### config.mk
export PLATFORM = sky130hd
export DESIGN_NAME = dma_desc_sched
export DESIGN_NICKNAME = d
export VERILOG_FILES = /design/src/rtl/dma_sched_pkg.sv /design/src/rtl/desc_fifo.sv /design/src/rtl/dma_desc_sched.sv
export SDC_FILE = /design/constraint.sdc
export NUM_CORES = 1
export LEC_CHECK = 0
export CAP_MARGIN = 20
export CELL_PAD_IN_SITES_DETAIL_PLACEMENT = 0
export CELL_PAD_IN_SITES_GLOBAL_PLACEMENT = 1
export CORE_ASPECT_RATIO = 1.75
export CORE_MARGIN = 10
export CORE_UTILIZATION = 50
export CTS_CLUSTER_SIZE = 14
export DETAILED_ROUTE_END_ITERATION = 8
export PLACE_DENSITY_LB_ADDON = 0.1
export SETUP_SLACK_MARGIN = 0.02
export SYNTH_ARGS = -nofsm -noshare
export SYNTH_HDL_FRONTEND = slang
export SYNTH_HIERARCHICAL = 1
export SYNTH_SLANG_ARGS = --single-unit
export TNS_END_PERCENT = 5
### constraint.sdc
create_clock -name clk -period 8.1 [get_ports clk]
set_input_delay 1.62 -clock clk [delete_from_list [all_inputs] [get_ports clk]]
set_output_delay 1.62 -clock clk [all_outputs]
set_load 0.01 [all_outputs]
### src/rtl/dma_sched_pkg.sv
// Shared types and default widths for the DMA descriptor scheduler.
package dma_sched_pkg;
  localparam int DMA_DEPTH    = 4;
  localparam int DMA_ADDR_W   = 64;
  localparam int DMA_LEN_W    = 32;
  localparam int DMA_START_TO = 64;

  typedef enum logic {DIR_RX = 1'b0, DIR_TX = 1'b1} dir_e;
  typedef enum logic [1:0] {IDLE, START, RUN} eng_state_e;

  typedef struct packed {
    dir_e                  dir;
    logic [DMA_ADDR_W-1:0] addr;
    logic [DMA_LEN_W-1:0]  len;
  } desc_t;
endpackage

### src/rtl/desc_fifo.sv
// Descriptor FIFO: registered storage, head visible only after the push edge.
module desc_fifo
  import dma_sched_pkg::*;
#(
  parameter int DEPTH = DMA_DEPTH
) (
  input  logic                   clk,
  input  logic                   rstn,
  input  logic                   push,
  input  logic                   pop,
  input  logic                   flush,
  input  desc_t                  wdata,
  output desc_t                  head,
  output logic                   full,
  output logic                   empty,
  output logic [$clog2(DEPTH):0] count
);
  localparam int PW = $clog2(DEPTH);

  desc_t          mem [DEPTH];
  logic [PW-1:0]  wr_ptr, rd_ptr;
  logic           push_ok, pop_ok;

  assign full    = (count == (PW+1)'(DEPTH));
  assign empty   = (count == '0);
  assign push_ok = push && !full && !flush;
  assign pop_ok  = pop && !empty && !flush;
  assign head    = mem[rd_ptr];

  always_ff @(posedge clk or negedge rstn) begin
    if (!rstn) begin
      wr_ptr <= '0;
      rd_ptr <= '0;
      count  <= '0;
    end else if (flush) begin
      wr_ptr <= '0;
      rd_ptr <= '0;
      count  <= '0;
    end else begin
      if (push_ok) wr_ptr <= wr_ptr + 1'b1;
      if (pop_ok)  rd_ptr <= rd_ptr + 1'b1;
      case ({push_ok, pop_ok})
        2'b10:   count <= count + 1'b1;
        2'b01:   count <= count - 1'b1;
        default: ;
      endcase
    end
  end

  always_ff @(posedge clk) begin
    if (push_ok) mem[wr_ptr] <= wdata;
  end
endmodule

### src/rtl/dma_desc_sched.sv
// In-order descriptor dispatcher for the RX/TX DMA engines with completion count and start timeout.
// Optional interrupt output built only when DMA_SCHED_IRQ_EN is defined.
module dma_desc_sched
  import dma_sched_pkg::*;
#(
  parameter int DEPTH    = DMA_DEPTH,
  parameter int ADDR_W   = DMA_ADDR_W,
  parameter int LEN_W    = DMA_LEN_W,
  parameter int START_TO = DMA_START_TO
) (
  input  logic                   clk,
  input  logic                   rstn,
  input  logic                   desc_valid,
  output logic                   desc_ready,
  input  logic                   desc_dir,
  input  logic [ADDR_W-1:0]      desc_addr,
  input  logic [LEN_W-1:0]       desc_len,
  input  logic                   flush,
  output logic                   start_rx,
  output logic [ADDR_W-1:0]      src_addr_rx,
  output logic [LEN_W-1:0]       len_pkts_rx,
  input  logic                   busy_rx,
  input  logic                   done_rx,
  output logic                   start_tx,
  output logic [ADDR_W-1:0]      dst_addr_tx,
  output logic [LEN_W-1:0]       len_pkts_tx,
  input  logic                   busy_tx,
  input  logic                   done_tx,
  output logic [$clog2(DEPTH):0] q_count,
  output logic [15:0]            cpl_count,
  output logic                   err,
  input  logic                   err_clr,
  output logic                   irq
);
  localparam int CW = $clog2(DEPTH) + 1;
  localparam int TW = $clog2(START_TO + 1);

  desc_t             wdata, head;
  logic              full, empty, push, pop, zlen_pop;
  logic [ADDR_W-1:0] head_addr;
  logic [LEN_W-1:0]  head_len;

  logic [1:0]             busy_v, done_v, idle_v, start_v, cpl_v, tmo_v;
  logic [1:0][ADDR_W-1:0] addr_v;
  logic [1:0][LEN_W-1:0]  len_v;

  assign desc_ready = !full && !flush;
  assign push       = desc_valid && desc_ready;

  assign wdata.dir  = dir_e'(desc_dir);
  assign wdata.addr = DMA_ADDR_W'(desc_addr);
  assign wdata.len  = DMA_LEN_W'(desc_len);
  assign head_addr  = ADDR_W'(head.addr);
  assign head_len   = LEN_W'(head.len);

  // A head blocked on a busy engine stalls everything behind it.
  assign pop      = !empty && !flush && idle_v[head.dir];
  assign zlen_pop = pop && (head_len == '0);

  desc_fifo #(.DEPTH(DEPTH)) u_fifo (
    .clk   (clk),
    .rstn  (rstn),
    .push  (push),
    .pop   (pop),
    .flush (flush),
    .wdata (wdata),
    .head  (head),
    .full  (full),
    .empty (empty),
    .count (q_count)
  );

  assign busy_v = {busy_tx, busy_rx};
  assign done_v = {done_tx, done_rx};

`ifdef DMA_SCHED_IRQ_EN
  logic [1:0] idle_nxt_v;
`endif

  for (genvar g = 0; g < 2; g++) begin : g_eng
    localparam logic DIR = (g == 1);

    eng_state_e        st, st_nxt;
    logic [TW-1:0]     tmo_cnt, tmo_nxt;
    logic              start_q, start_nxt, load, sel, cpl, tmo;
    logic [ADDR_W-1:0] addr_q;
    logic [LEN_W-1:0]  len_q;

    assign sel = pop && (logic'(head.dir) == DIR);

    always_comb begin
      st_nxt    = st;
      start_nxt = start_q;
      tmo_nxt   = tmo_cnt;
      load      = 1'b0;
      cpl       = 1'b0;
      tmo       = 1'b0;
      case (st)
        IDLE: if (sel && !zlen_pop) begin
          st_nxt    = START;
          start_nxt = 1'b1;
          tmo_nxt   = '0;
          load      = 1'b1;
        end
        START: if (busy_v[g]) begin
          st_nxt    = RUN;
          start_nxt = 1'b0;
        end else if (tmo_cnt == TW'(START_TO - 1)) begin
          st_nxt    = IDLE;
          start_nxt = 1'b0;
          tmo       = 1'b1;
        end else begin
          tmo_nxt = tmo_cnt + 1'b1;
        end
        RUN: if (done_v[g] || !busy_v[g]) begin
          st_nxt = IDLE;
          cpl    = 1'b1;
        end
        default: st_nxt = IDLE;
      endcase
    end

    always_ff @(posedge clk or negedge rstn) begin
      if (!rstn) begin
        st      <= IDLE;
        start_q <= 1'b0;
        tmo_cnt <= '0;
        addr_q  <= '0;
        len_q   <= '0;
      end else begin
        st      <= st_nxt;
        start_q <= start_nxt;
        tmo_cnt <= tmo_nxt;
        if (load) begin
          addr_q <= head_addr;
          len_q  <= head_len;
        end
      end
    end

    assign idle_v[g]  = (st == IDLE);
    assign start_v[g] = start_q;
    assign addr_v[g]  = addr_q;
    assign len_v[g]   = len_q;
    assign cpl_v[g]   = cpl;
    assign tmo_v[g]   = tmo;
`ifdef DMA_SCHED_IRQ_EN
    assign idle_nxt_v[g] = (st_nxt == IDLE);
`endif
  end

  assign start_rx    = start_v[0];
  assign src_addr_rx = addr_v[0];
  assign len_pkts_rx = len_v[0];
  assign start_tx    = start_v[1];
  assign dst_addr_tx = addr_v[1];
  assign len_pkts_tx = len_v[1];

  // At most two completions per edge: a zero-length pop needs its own engine idle.
  always_ff @(posedge clk or negedge rstn) begin
    if (!rstn) cpl_count <= '0;
    else       cpl_count <= cpl_count + 16'(cpl_v[0]) + 16'(cpl_v[1]) + 16'(zlen_pop);
  end

  always_ff @(posedge clk or negedge rstn) begin
    if (!rstn)        err <= 1'b0;
    else if (|tmo_v)  err <= 1'b1;
    else if (err_clr) err <= 1'b0;
  end

`ifdef DMA_SCHED_IRQ_EN
  logic q_empty_nxt, irq_set;

  assign q_empty_nxt = flush || (!push && (q_count == {{(CW-1){1'b0}}, pop}));
  assign irq_set     = (|cpl_v || zlen_pop || |tmo_v) && q_empty_nxt && &idle_nxt_v;

  always_ff @(posedge clk or negedge rstn) begin
    if (!rstn)                irq <= 1'b0;
    else if (irq_set)         irq <= 1'b1;
    else if (push || err_clr) irq <= 1'b0;
  end
`else
  assign irq = 1'b0;
`endif
endmodule

==> results.toml, run 1 <==
[status]
status = "finished clean"

[die]
pin_count = 322
dieArea_um2 = 56940
die_h_um = 308.2
die_x_um = 184.7
initial_utilization_pct = 50.61
core_um2 = 46900
row_count = 105

[setup_path]
cp-end-kind = "flop"
cp_max_fo = 59
critical_path_class = "flop to flop"
r2r-start = "u_fifo/rd_ptr[0]"
rr_endpoint = "cpl_count[14]"
r2r_slack_ns = 2.84
rr_worst_depth = 15
worstPathArrival_ns = 5.73
startpoint_type = "flop"
crit_required_ns = 8.58

[sta]
fin_crit_sh_pct = 64.89
fin_hold_ws_ns = 0.4707
tightestPinTransition_ns = 1.068
min_period_ns = 5.256
final_hold_viol_count = 0
drv_slew = 0
fmax_ghz = 0.1902
max_slew_margin_pct = 28.78
finalSetupViolations = 0
rsz0062_at_grt = "no"
finalSetupTns_ns = 0
skew_ns = 0.02302

[synthesis]
ys_async_sr_fraction_pct = 37.82
synth_edf_count = 388
syn_inst = 1384
syn_avg_cell_area_um2 = 17.15
seq_area_frac_synth_pct = 73.96
synth_area_um2 = 23740
synthFlopType = "edfxtp_1"
ys_ff_latch = 624
synth_fp_nets = 1501
synth_cell_type_count = 54
yosys_warnings = 6

[placed_design]
gp_congestion = 0.7703
io_buffers = 320
dpl.hpwl_mm = 36.73

[worst_hold_path]
min_from = "src_addr_rx[34]"
hold_depth = 2
hold_path_end = "src_addr_rx[34]"
hold_path_class = "flop to flop"

[detailed_routing]
firstDrtPassIters = 5
drc_errors = 0
drtIter0Drc = 697
routed_wl_mm = 55.64
ant_nets = 0
viasPerCell = 5.446
wl_per_cell_um = 23.70
num_vias = 12780

[job]
maxCapViolations = 0

[pwr]
powerDensity_nw_per_um2 = 317.7
p_leak_uw = 0.01088
vdd_drop_max_mv = 0.2260
total_power_uw = 9291

[layout]
final_cell_mix = "388 x edfxtp_1, 319 x clkdlybuf4s50_1, 301 x nand2_1"
syn_to_final_growth_pct = 23.17
finalNetCount = 1825
drive_gt1_share_pct = 17.38
final_common_cell = "edfxtp_1"
multiInputGateArea_um2 = 5738
seq_area_um2 = 17560
num-fill-cells = 3492

[grt]
grt_pass1_vias = 13700
track_usage_pct = 19.65
antenna_found_initial = 14
grt_pass1_wl_mm = 84.82
grt_overflow = 0
grt_start_max_net_pins = 152

[clock_tree]
cts_root_buf = "clkbuf_16"
hold_buffers = 0
cts_resized = 0
cts_sinks = 624
clk_latency_ns = 0.59
path_clk_slew_ns = 0.06
clock_path_buffers = 3
cts_buffers = 55
h-tree-depth = 2
cts_tree = "built"
postCtsSetupBuffers = 0
-- logic make-up after synthesis --
group	Yosys count	share of synthesized area (%)
AND/OR/NAND/NOR	413	7.537
other	1	0.01580
multiplexers	194	13.83
adder cells (fa/ha/maj)	11	0.6747
AO/OA/AOI/OAI	43	1.207
XOR/XNOR	20	0.7379
buffers and inverters	78	2.040
flip-flops	624	73.96
-- metrics by stage --
step / instances / worst slack, ns / util (%) / area (um^2)
global route: 2346 / 2.238 / 62.34 / 29240
detailed placement: 2239 / 2.706 / 58.44 / 27410
finish: 2347 / 2.844 / 62.34 / 29240
global placement: 2239 / 2.771 / 58.44 / 27410
floorplan: 1384 / 2.870 / - / 23740
CTS: 2343 / 2.693 / 62.32 / 29230
-- cell type report --
| cell class | count | share of cell area, % |
|---|---|---|
| repair buffers | 332 | 11.37 |
| inverters | 13 | 0.1669 |
| clock buffers | 94 | 5.833 |
| clock inverters | 10 | 0.3894 |
| multi-input cells | 682 | 19.62 |
| diodes | 4 | 0.03423 |
| well taps | 588 | 2.516 |
| flip-flops and latches | 624 | 60.07 |
-- worst max-delay path, cell delays in order, from the launching register on --
cell     delay (ns)
dfrtp_4        0.99
buf_12         0.48
mux4_2         0.61
nor4_1         0.44
nand4_1        0.35
nor2_1         0.25
and2_1         0.17
fa_1           0.18
ha_1           0.17
inv_1          0.06
fa_1           0.44
and3b_1        0.27
nand3_1        0.16
nor2_1         0.25
nand3_1        0.13
xnor2_1        0.14
-- cells in the mapped netlist (2+ instances only) --
| cell type | count | area [um^2] |
|---|---|---|
| edfxtp_1 | 388 | 11650 |
| nand2_1 | 301 | 1130 |
| dfrtp_1 | 236 | 5906 |
| mux4_2 | 97 | 2185 |
| mux2_2 | 94 | 1059 |
| nand3_1 | 35 | 175.2 |
| buf_2 | 21 | 105.1 |
| clkbuf_1 | 20 | 75.07 |
| nor2_1 | 17 | 63.81 |
| o21ai_0 | 15 | 75.07 |
| inv_1 | 13 | 48.80 |
| xnor2_1 | 13 | 113.9 |
| buf_6 | 10 | 112.6 |
| buf_4 | 9 | 67.56 |
| a21oi_1 | 8 | 40.04 |
| and2_1 | 8 | 50.05 |
| ha_1 | 8 | 100.1 |
| nand2b_1 | 8 | 50.05 |
| nor3_1 | 7 | 35.03 |
| xor2_1 | 7 | 61.31 |
| nand4_1 | 5 | 31.28 |
| nor2b_1 | 5 | 31.28 |
| nor4_1 | 5 | 31.28 |
| nand3b_1 | 4 | 30.03 |
| nor4_2 | 4 | 50.05 |
| a2111o_1 | 3 | 33.78 |
| a31oi_1 | 3 | 18.77 |
| fa_1 | 3 | 60.06 |
| nor3b_1 | 3 | 22.52 |
| nor4b_1 | 3 | 26.28 |
| or2_2 | 3 | 18.77 |
| a2111oi_0 | 2 | 17.52 |
| buf_12 | 2 | 40.04 |
| buf_8 | 2 | 30.03 |
| mux2_4 | 2 | 30.03 |
| o21a_1 | 2 | 15.01 |
-- how the worst max path moves through the flow --
stage	from	endpoint	slack [ns]	depth (start not counted)
finish	u_fifo/rd_ptr[0]	cpl_count[14]	2.84	15
CTS	u_fifo/rd_ptr[0]	cpl_count[14]	2.69	15
floorplan	flush	u_fifo/mem[0][0]	2.87	5
global route	u_fifo/rd_ptr[0]	cpl_count[12]	2.24	15
detailed placement	u_fifo/rd_ptr[0]	cpl_count[14]	2.71	15
global placement	u_fifo/rd_ptr[0]	cpl_count[14]	2.77	15
-- report_power, final --
group          internal, uW  switching, uW  leakage (uW)
Sequential             3950            375       0.00645
Combinational          1320           1050       0.00353
Clock                  1490           1110      0.000893
-- per-layer routing --
layer | vias to the layer above | routed length, um | global-route usage [%]
li1 | 5761 | - | -
met2 | 333 | 29640 | 34.53
met1 | 6589 | 20940 | 22.93
met5 | - | 127 | 0
met4 | 20 | 938 | 5.311
met3 | 79 | 3991 | 5.663
-- sequential cells by signal, indices dropped and copies added, names as in the netlist, 3 cells and up --
| signal | count |
|---|---|
| u_fifo/mem | 388 |
| len_pkts_rx | 32 |
| u_fifo/count | 3 |
| len_pkts_tx | 32 |
| src_addr_rx | 64 |
| g_eng.st | 4 |
| g_eng.tmo_cnt | 14 |
| cpl_count | 16 |
| dst_addr_tx | 64 |
Power figures use the tool's default switching activity.
==> run 2: changes to the inputs <==
- CORE_UTILIZATION: 50 -> 42
- clock period: 8.1 -> 4.4 ns (I/O delays scaled with it)
==> run 2 against run 1 <==
Effect of this change:
- hold slack worse by 0.21 ns
- die area grew 17%
- largest cell class unchanged
- register-to-register slack lost 2.5 ns
- non-clock buffer count increased by 32
- critical path type unchanged
==> results.toml, run 2 (synthesis results as in run 1) <==
[clock_tree]
cts_sinks = 624
clk_latency_ns = 0.60
cts_tree = "built"
h-tree-depth = 2
cts_root_buf = "clkbuf_16"
hold_buffers = 0
cts_buffers = 57
clock_path_buffers = 3
path_clk_slew_ns = 0.06

[sta]
rsz0062_at_grt = "yes"
tightestPinTransition_ns = 0.8423
min_period_ns = 4.068
drv_slew = 0
fin_hold_ws_ns = 0.2584
fin_crit_sh_pct = 92.45
finalSetupViolations = 0
final_hold_viol_count = 0
skew_ns = 0.01490
fmax_ghz = 0.2458
max_slew_margin_pct = 43.06

[grt]
grt_pass1_wl_mm = 89.22
track_usage_pct = 17.71
antenna_found_initial = 11
grt_start_max_net_pins = 77
grt_overflow = 0
grt_pass1_vias = 14090

[setup_path]
r2r-start = "u_fifo/rd_ptr[0]"
critical_path_class = "flop to flop"
cp-end-kind = "flop"
cp_max_fo = 18
crit_required_ns = 4.88
worstPathArrival_ns = 4.55
rr_endpoint = "cpl_count[12]"
rr_worst_depth = 15
startpoint_type = "flop"
r2r_slack_ns = 0.33

[detailed_routing]
routed_wl_mm = 58.64
drtIter0Drc = 650
num_vias = 12890
firstDrtPassIters = 4
drc_errors = 0
viasPerCell = 5.162
wl_per_cell_um = 23.49
ant_nets = 0

[placed_design]
io_buffers = 320
dpl.hpwl_mm = 39.53
place_area_um2 = 27940
gp_congestion = 0.7481

[die]
row_count = 115
die_x_um = 199.7
dieArea_um2 = 66810
die_h_um = 334.5
pin_count = 322
core_um2 = 56120
initial_utilization_pct = 42.30

[layout]
design_area_um2 = 29840
num-fill-cells = 4644
syn_to_final_growth_pct = 25.71
final_common_cell = "edfxtp_1"
regMostFlops = "u_fifo/mem"
finalNetCount = 1859
final_cell_mix = "388 x edfxtp_1, 319 x clkdlybuf4s50_1, 301 x nand2_1"
largest_register_ffs = 388
drive_gt1_share_pct = 19.26

[worst_hold_path]
hold_path_class = "input pin to asynchronous set/reset pin"

[job]
maxCapViolations = 0

[status]
status = "finished clean"

[pwr]
powerDensity_nw_per_um2 = 579.8
p_leak_uw = 0.01113
vdd_drop_max_mv = 0.4107
run 2: cell types whose count changed in the layout (fill, tap and decap cells not counted), sizes merged:
cell / change
buf: +32
clkinv: +12
clkbuf: -10
inv: +2
run 2: worst max path at each step:
stage	start	endpoint	slack (ns)
2_1_floorplan	flush	u_fifo/mem[3][0]	-0.09
3_3_place_gp	u_fifo/rd_ptr[0]	cpl_count[14]	0.1
3_5_place_dp	u_fifo/rd_ptr[0]	cpl_count[14]	0.08
4_1_cts	u_fifo/rd_ptr[0]	cpl_count[14]	0.05
5_1_grt	u_fifo/rd_ptr[0]	cpl_count[12]	0.02
6_report	u_fifo/rd_ptr[0]	cpl_count[12]	0.33
run 2: worst max-delay path, stage by stage, from the launching register on:
cell	delay, ns
dfrtp_4	0.53
buf_12	0.22
mux4_2	0.57
nor4_2	0.30
nand4_1	0.25
nor2_1	0.18
and2_1	0.17
fa_1	0.17
ha_1	0.17
inv_1	0.06
fa_1	0.42
and3b_1	0.27
nand3_1	0.18
nor2_2	0.21
nand3_1	0.11
xnor2_1	0.14
run 2: what timing repair did:
action / in CTS / in global routing
gates resized for setup: 0 / 1
setup buffers: 0 / 7
endpoints found under the setup margin: 0 / 4
run 2: cell type report:
class / count / area [um^2] / share of cell area, %
Antenna cell: 4 / 10.01 / 0.03354
Clock buffer: 84 / 1662 / 5.568
Clock inverter: 24 / 175.2 / 0.5870
Inverter: 13 / 48.80 / 0.1635
Multi-Input combinational cell: 682 / 5741 / 19.24
Sequential cell: 624 / 17560 / 58.86
Tap cell: 702 / 878.3 / 2.943
Timing Repair Buffer: 364 / 3764 / 12.61
run 2: report_power, final:
part           leakage, uW  internal, uW  total [uW]  switching, uW
clock network     0.000917          2740        4870           2130
logic              0.00376          2490        4490           2000
registers          0.00645          7270        7950            675
total               0.0111         12500       17300           4800
run 2: metal layers:
metal  vias to the layer above  wire length, um  track usage [%]
met5                         -              114                0
met2                       296            30040            30.27
met3                        85             3811            4.695
li1                       5846                -                -
met1                      6644            23640            21.70
met4                        18             1045            4.607
run 2: through the flow:
stage / setup WS, ns / setup TNS (ns) / std cells / total power, uW / utilization, %
final: 0.3322 / 0 / 2497 / 17300 / 53.18
after global routing: 0.01676 / 0 / 2495 / 18190 / 53.17
after CTS: 0.05243 / 0 / 2486 / 17570 / 53.06
after detailed placement: 0.08369 / 0 / 2378 / 12640 / 49.79
after global placement: 0.09876 / 0 / 2378 / 12590 / 49.79
after floorplan: -0.08995 / -26.18 / 1384 / 9918 / -
